==> src/rtl/clock_bcd_counter.sv <==
// HH:MM:SS timekeeping core: TICK_DIV prescaler, six BCD digits, push-button set mode.
// Define H12_EN for 12-hour mode with PM flag; default build is 24-hour mode.
module clock_bcd_counter #(
    parameter int unsigned TICK_DIV = 50000000
) (
    input  logic       clk,
    input  logic       rst,
    input  logic       run,
    input  logic       set_en,
    input  logic [1:0] set_sel,
    input  logic       inc,
    output logic [3:0] sec_lo,
    output logic [3:0] sec_hi,
    output logic [3:0] min_lo,
    output logic [3:0] min_hi,
    output logic [3:0] hr_lo,
    output logic [3:0] hr_hi,
    output logic       tick,
    output logic       day_roll,
    output logic       pm
);
    localparam int unsigned DW = $clog2(TICK_DIV);
    localparam logic [DW-1:0] DIV_LAST = DW'(TICK_DIV - 1);
`ifdef H12_EN
    localparam logic [3:0] HR_HI_RST = 4'd1;
    localparam logic [3:0] HR_LO_RST = 4'd2;
`else
    localparam logic [3:0] HR_HI_RST = 4'd0;
    localparam logic [3:0] HR_LO_RST = 4'd0;
`endif

    // Next value of a 00..59 BCD pair as {wrap, hi, lo}.
    function automatic logic [8:0] step_60(input logic [3:0] hi, input logic [3:0] lo);
        logic [8:0] r;
        if (lo != 4'd9) begin
            r = {1'b0, hi, lo + 4'd1};
        end else if (hi != 4'd5) begin
            r = {1'b0, hi + 4'd1, 4'd0};
        end else begin
            r = {1'b1, 4'd0, 4'd0};
        end
        return r;
    endfunction

    // Next hour as {pm_toggle, day_wrap, hi, lo}.
    function automatic logic [9:0] step_hr(input logic [3:0] hi, input logic [3:0] lo);
        logic [9:0] r;
`ifdef H12_EN
        if (hi == 4'd1 && lo == 4'd2) begin
            r = {1'b0, 1'b0, 4'd0, 4'd1};
        end else if (hi == 4'd1 && lo == 4'd1) begin
            r = {1'b1, 1'b0, 4'd1, 4'd2};
        end else if (lo == 4'd9) begin
            r = {1'b0, 1'b0, hi + 4'd1, 4'd0};
        end else begin
            r = {1'b0, 1'b0, hi, lo + 4'd1};
        end
`else
        if (hi == 4'd2 && lo == 4'd3) begin
            r = {1'b0, 1'b1, 4'd0, 4'd0};
        end else if (lo == 4'd9) begin
            r = {1'b0, 1'b0, hi + 4'd1, 4'd0};
        end else begin
            r = {1'b0, 1'b0, hi, lo + 4'd1};
        end
`endif
        return r;
    endfunction

    logic [DW-1:0] div_cnt_q, div_cnt_d;
    logic [3:0]    sec_lo_q, sec_lo_d, sec_hi_q, sec_hi_d;
    logic [3:0]    min_lo_q, min_lo_d, min_hi_q, min_hi_d;
    logic [3:0]    hr_lo_q, hr_lo_d, hr_hi_q, hr_hi_d;
    logic          tick_q, tick_d, day_roll_q, day_roll_d, pm_q, pm_d;
    logic [8:0]    sec_nx_s, min_nx_s;
    logic [9:0]    hr_nx_s;

    assign sec_nx_s = step_60(sec_hi_q, sec_lo_q);
    assign min_nx_s = step_60(min_hi_q, min_lo_q);
    assign hr_nx_s  = step_hr(hr_hi_q, hr_lo_q);

    // Next-state: set mode takes precedence over timekeeping; carries resolve in one edge.
    always_comb begin
        div_cnt_d  = div_cnt_q;
        sec_lo_d   = sec_lo_q;
        sec_hi_d   = sec_hi_q;
        min_lo_d   = min_lo_q;
        min_hi_d   = min_hi_q;
        hr_lo_d    = hr_lo_q;
        hr_hi_d    = hr_hi_q;
        pm_d       = pm_q;
        tick_d     = 1'b0;
        day_roll_d = 1'b0;
        if (set_en) begin
            div_cnt_d = '0;
            sec_lo_d  = 4'd0;
            sec_hi_d  = 4'd0;
            case ({inc, set_sel})
                3'b100: begin
                    min_hi_d = min_nx_s[7:4];
                    min_lo_d = min_nx_s[3:0];
                end
                3'b101: begin
                    hr_hi_d = hr_nx_s[7:4];
                    hr_lo_d = hr_nx_s[3:0];
                    pm_d    = pm_q ^ hr_nx_s[9];
                end
                default: begin
                    min_lo_d = min_lo_q;
                end
            endcase
        end else if (run) begin
            if (div_cnt_q == DIV_LAST) begin
                div_cnt_d = '0;
                tick_d    = 1'b1;
                sec_hi_d  = sec_nx_s[7:4];
                sec_lo_d  = sec_nx_s[3:0];
                if (sec_nx_s[8]) begin
                    min_hi_d = min_nx_s[7:4];
                    min_lo_d = min_nx_s[3:0];
                    if (min_nx_s[8]) begin
                        hr_hi_d    = hr_nx_s[7:4];
                        hr_lo_d    = hr_nx_s[3:0];
                        pm_d       = pm_q ^ hr_nx_s[9];
                        // 12 h: the day ends when PM falls back to AM.
                        day_roll_d = hr_nx_s[8] | (hr_nx_s[9] & pm_q);
                    end else begin
                        hr_lo_d = hr_lo_q;
                    end
                end else begin
                    min_lo_d = min_lo_q;
                end
            end else begin
                div_cnt_d = div_cnt_q + DW'(1);
            end
        end else begin
            div_cnt_d = div_cnt_q;
        end
    end

    // State registers with synchronous reset.
    always_ff @(posedge clk) begin
        if (rst) begin
            div_cnt_q  <= '0;
            sec_lo_q   <= 4'd0;
            sec_hi_q   <= 4'd0;
            min_lo_q   <= 4'd0;
            min_hi_q   <= 4'd0;
            hr_lo_q    <= HR_LO_RST;
            hr_hi_q    <= HR_HI_RST;
            tick_q     <= 1'b0;
            day_roll_q <= 1'b0;
            pm_q       <= 1'b0;
        end else begin
            div_cnt_q  <= div_cnt_d;
            sec_lo_q   <= sec_lo_d;
            sec_hi_q   <= sec_hi_d;
            min_lo_q   <= min_lo_d;
            min_hi_q   <= min_hi_d;
            hr_lo_q    <= hr_lo_d;
            hr_hi_q    <= hr_hi_d;
            tick_q     <= tick_d;
            day_roll_q <= day_roll_d;
            pm_q       <= pm_d;
        end
    end

    assign sec_lo   = sec_lo_q;
    assign sec_hi   = sec_hi_q;
    assign min_lo   = min_lo_q;
    assign min_hi   = min_hi_q;
    assign hr_lo    = hr_lo_q;
    assign hr_hi    = hr_hi_q;
    assign tick     = tick_q;
    assign day_roll = day_roll_q;
    assign pm       = pm_q;
endmodule

==> config.mk <==
export PLATFORM = sky130hd
export DESIGN_NAME = clock_bcd_counter
export DESIGN_NICKNAME = d
export VERILOG_FILES = /design/src/rtl/clock_bcd_counter.sv
export SDC_FILE = /design/constraint.sdc
export NUM_CORES = 1
export LEC_CHECK = 0
export BUFFER_PORTS_ARGS = -buffer_cell sky130_fd_sc_hd__buf_2
export CAP_MARGIN = 15
export CORE_UTILIZATION = 60
export DETAILED_ROUTE_END_ITERATION = 6
export PLACE_DENSITY = 0.82
export SKIP_CTS_REPAIR_TIMING = 1
export SYNTH_ARGS = -nofsm -noshare
export SYNTH_HDL_FRONTEND = slang
export SYNTH_SLANG_ARGS = --single-unit
export TNS_END_PERCENT = 5
==> constraint.sdc <==
create_clock -name clk -period 4.4 [get_ports clk]
set_input_delay 0.88 -clock clk [delete_from_list [all_inputs] [get_ports clk]]
set_output_delay 0.88 -clock clk [all_outputs]
set_load 0.02 [all_outputs]
==> summary.txt <==
Run status
  • Status: completed

Power and ir drop
  • Maximum vdd drop: 0.209 mV
  • Switching Fraction: 0.218
  • Clock network fraction of design power: 0.362
  • Internal: 0.623 mW
  • Lkg Pwr: 1.08 nW
  • Flop pwr share: 0.599
  • Power Density: 269 nW/µm²
  • Switching power of the nets: 0.174 mW
  • Comb pwr share: 0.039

Finish
  • Layout fillers: 344
  • Ant diodes: 0
  • Non-Filler Instances: 395
  • # nets final: 357
  • Multi-input logic area: 1550 µm²
  • Layout cells sized above 1: 0.145
  • Util after Layout: 0.714
  • P&R area growth vs syn: 10.2%
  • FF+latch area: 1040 µm²
  • Design Area, Final: 2960 µm²

Timing
  • RSZ-0062 raised after global routing: no
  • Worst Setup Slack, final: 1.73 ns
  • Fin. max-slew vios: 0
  • Slew headroom: 0.402
  • Fin crit share: 0.606
  • Clock skew: 0.00617 ns
  • Setup tns final: 0 ns
  • Final hold violations: 0
  • Fmax: 375 MHz
  • Final setup viols: 0
  • Slew @ Worst Pin: 0.894 ns
  • Fin crit period: 2.67 ns

Synth
  • Post-Syn Area: 2680 µm²
  • Synth area leader: dfxtp_1
  • Post-synth top area share: 0.388
  • Post-synthesis cell type count: 58
  • YS warnings: 0
  • Gate count of the mapped netlist: 316
  • EDFF count, synth: 0
  • Synth top area cells: dfxtp_1 (39%), nor2_1 (7.1%), xnor2_1 (6.5%), nand4_1 (3.5%), nand2_1 (2.9%)
  • Leading post-synthesis cells by instance count: dfxtp_1 (52), nor2_1 (51), nand2_1 (21)
  • Synth Area per Inst: 8.49 µm²
  • Seq/Total Area, Yosys: 0.388
  • Count leader, synth: dfxtp_1
  • Asr flop ratio synth: 0
  • Syn Nets: 328
  • Prevailing post-synth register cell: dfxtp_1
  • Synth Register Bits: 52

Drt
  • Post-Route WL: 5.50 mm
  • Via/cell ratio: 5.89
  • DRT antenna net count: 0
  • Detail-routed net length per standard cell: 13.9 µm
  • # DRC: 0
  • Drt first-iter violations: 187
  • DRT Pass-1 Iters: 4
  • Vias: 2328

Critical path
  • Kind of critical path: in -> reg
  • Peak fanout along the critical path: 26
  • Req. time, crit path: 4.56 ns
  • Worst Setup Start Kind: input pin
  • CP arrival: 2.83 ns
  • CP Capture Type: flip-flop

CTS
  • CTS Buf Count: 5
  • Clk sinks: 52
  • Clock Pin Slew Worst Setup and Hold Paths: 0.09 ns
  • Clock tree from TritonCTS: built
  • H-Tree Depth: 2
  • Max clock buf depth: 2
  • Root Buffer Master: clkbuf_8
  • Clk_lat worst skew: 0.30 ns

Placed design
  • Dpl hpwl: 3.89 mm
  • Placed Cells incl. Taps: 388
  • Post-DP Area: 2860 µm²
  • DP Worst Slack: 1.44 ns
  • GP Congestion: 0.795
  • Port bufs: 32

Floorplan
  • Row count: 23
  • DIE AREA: 4740 µm²
  • Core area: 4140 µm²
  • Boundary Pins: 34
  • Chip width: 68.9 µm
  • Die height: 68.9 µm
  • Starting Density: 0.648

Global routing
  • Number of global-route vias before repair: 1969
  • Global-route wire length before repair: 9.00 mm
  • GRT overflow: 0
  • Largest net degree at the start of global routing: 27
  • All-layer global routing usage: 0.254
  • Antenna violations before repair: 0

Min path
  • Worst hold path type: reg -> reg

Run
  • Max-cap violations: 0
final timing paths:
| check | startpoint | to | slack [ns] | cells past startpoint |
|---|---|---|---|---|
| worst max-delay path | run | div_cnt_q[9] | 1.73 | 6 |
| worst min-delay path | sec_hi[3] | sec_hi[3] | 0.52 | 2 |
| worst max register to register | div_cnt_q[0] | div_cnt_q[9] | 1.88 | 6 |
| worst min register to register | sec_hi[3] | sec_hi[3] | 0.52 | 2 |
final cells by class:
class / instances / share of cell area
Timing Repair Buffer: 32 / 0.0541
Tap cell: 50 / 0.0212
Multi-Input combinational cell: 241 / 0.524
Sequential cell: 52 / 0.352
Clock buffer: 7 / 0.0326
Inverter: 13 / 0.0165
critical path, cell delays in order:
cell and delay (ns):
buf_2 0.15, nand4_1 0.17, nor4_4 0.58, nand2_1 0.20, nand2_1 0.70, nor2_1 0.12
flip-flops by register name (all words and copies together), names as in the netlist:
register,count
min_lo,4
day_roll,1
min_hi,4
sec_hi,4
sec_lo,4
hr_lo,4
tick,1
hr_hi,4
div_cnt_q,26
metrics by stage:
stage / hold slack, ns / total power, mW
after floorplan: 0.485 / 0.510
after global placement: 0.502 / 0.518
after detailed placement: 0.515 / 0.519
after CTS: 0.527 / 0.802
after global routing: 0.557 / 0.826
final: 0.523 / 0.797
layer usage:
layer / track usage / share of wire
met1: 0.357 / 0.51
met2: 0.390 / 0.45
met3: 0.0543 / 0.033
met4: 0.0740 / 0.011
met5: 0 / 0
power by group through the flow:
| stage | Combinational [mW] | Sequential (mW) | Clock, mW |
|---|---|---|---|
| 2_1_floorplan | 0.0201 | 0.490 | 0 |
| 3_3_place_gp | 0.0299 | 0.488 | 0 |
| 3_5_place_dp | 0.0307 | 0.488 | 0 |
| 4_1_cts | 0.0310 | 0.477 | 0.294 |
| 5_1_grt | 0.0343 | 0.478 | 0.314 |
| 6_report | 0.0310 | 0.477 | 0.289 |
kinds of logic after synthesis:
logic type / count (synthesis) / share of synthesized area
simple gates: 157 / 0.319
fa+ha+maj: 5 / 0.0233
flops: 52 / 0.388
buf+inv: 23 / 0.0350
xor+xnor: 27 / 0.0881
other cells: 1 / 0.00140
mux: 6 / 0.0242
compound gates: 45 / 0.121
cells in the final DEF, fill, tap and decap left out, drive strengths merged, types with 2 or more instances in the layout:
cell type / n
nor3b: 3
nor2: 51
inv: 13
a41o: 2
mux2: 4
a211o: 2
or4: 2
nor2b: 8
ha: 5
and3: 4
nand3: 16
buf: 32
dfxtp: 52
and3b: 2
nand4: 16
nor4: 8
xnor2: 20
a21oi: 13
o21ai: 7
nand2: 21
and2: 2
xor2: 7
clkbuf: 7
a211oi: 3
nor4b: 2
mux2i: 2
o21a: 2
o221a: 2
nor3: 10
and4: 5
Note: power is estimated with default switching activity, not from simulation.
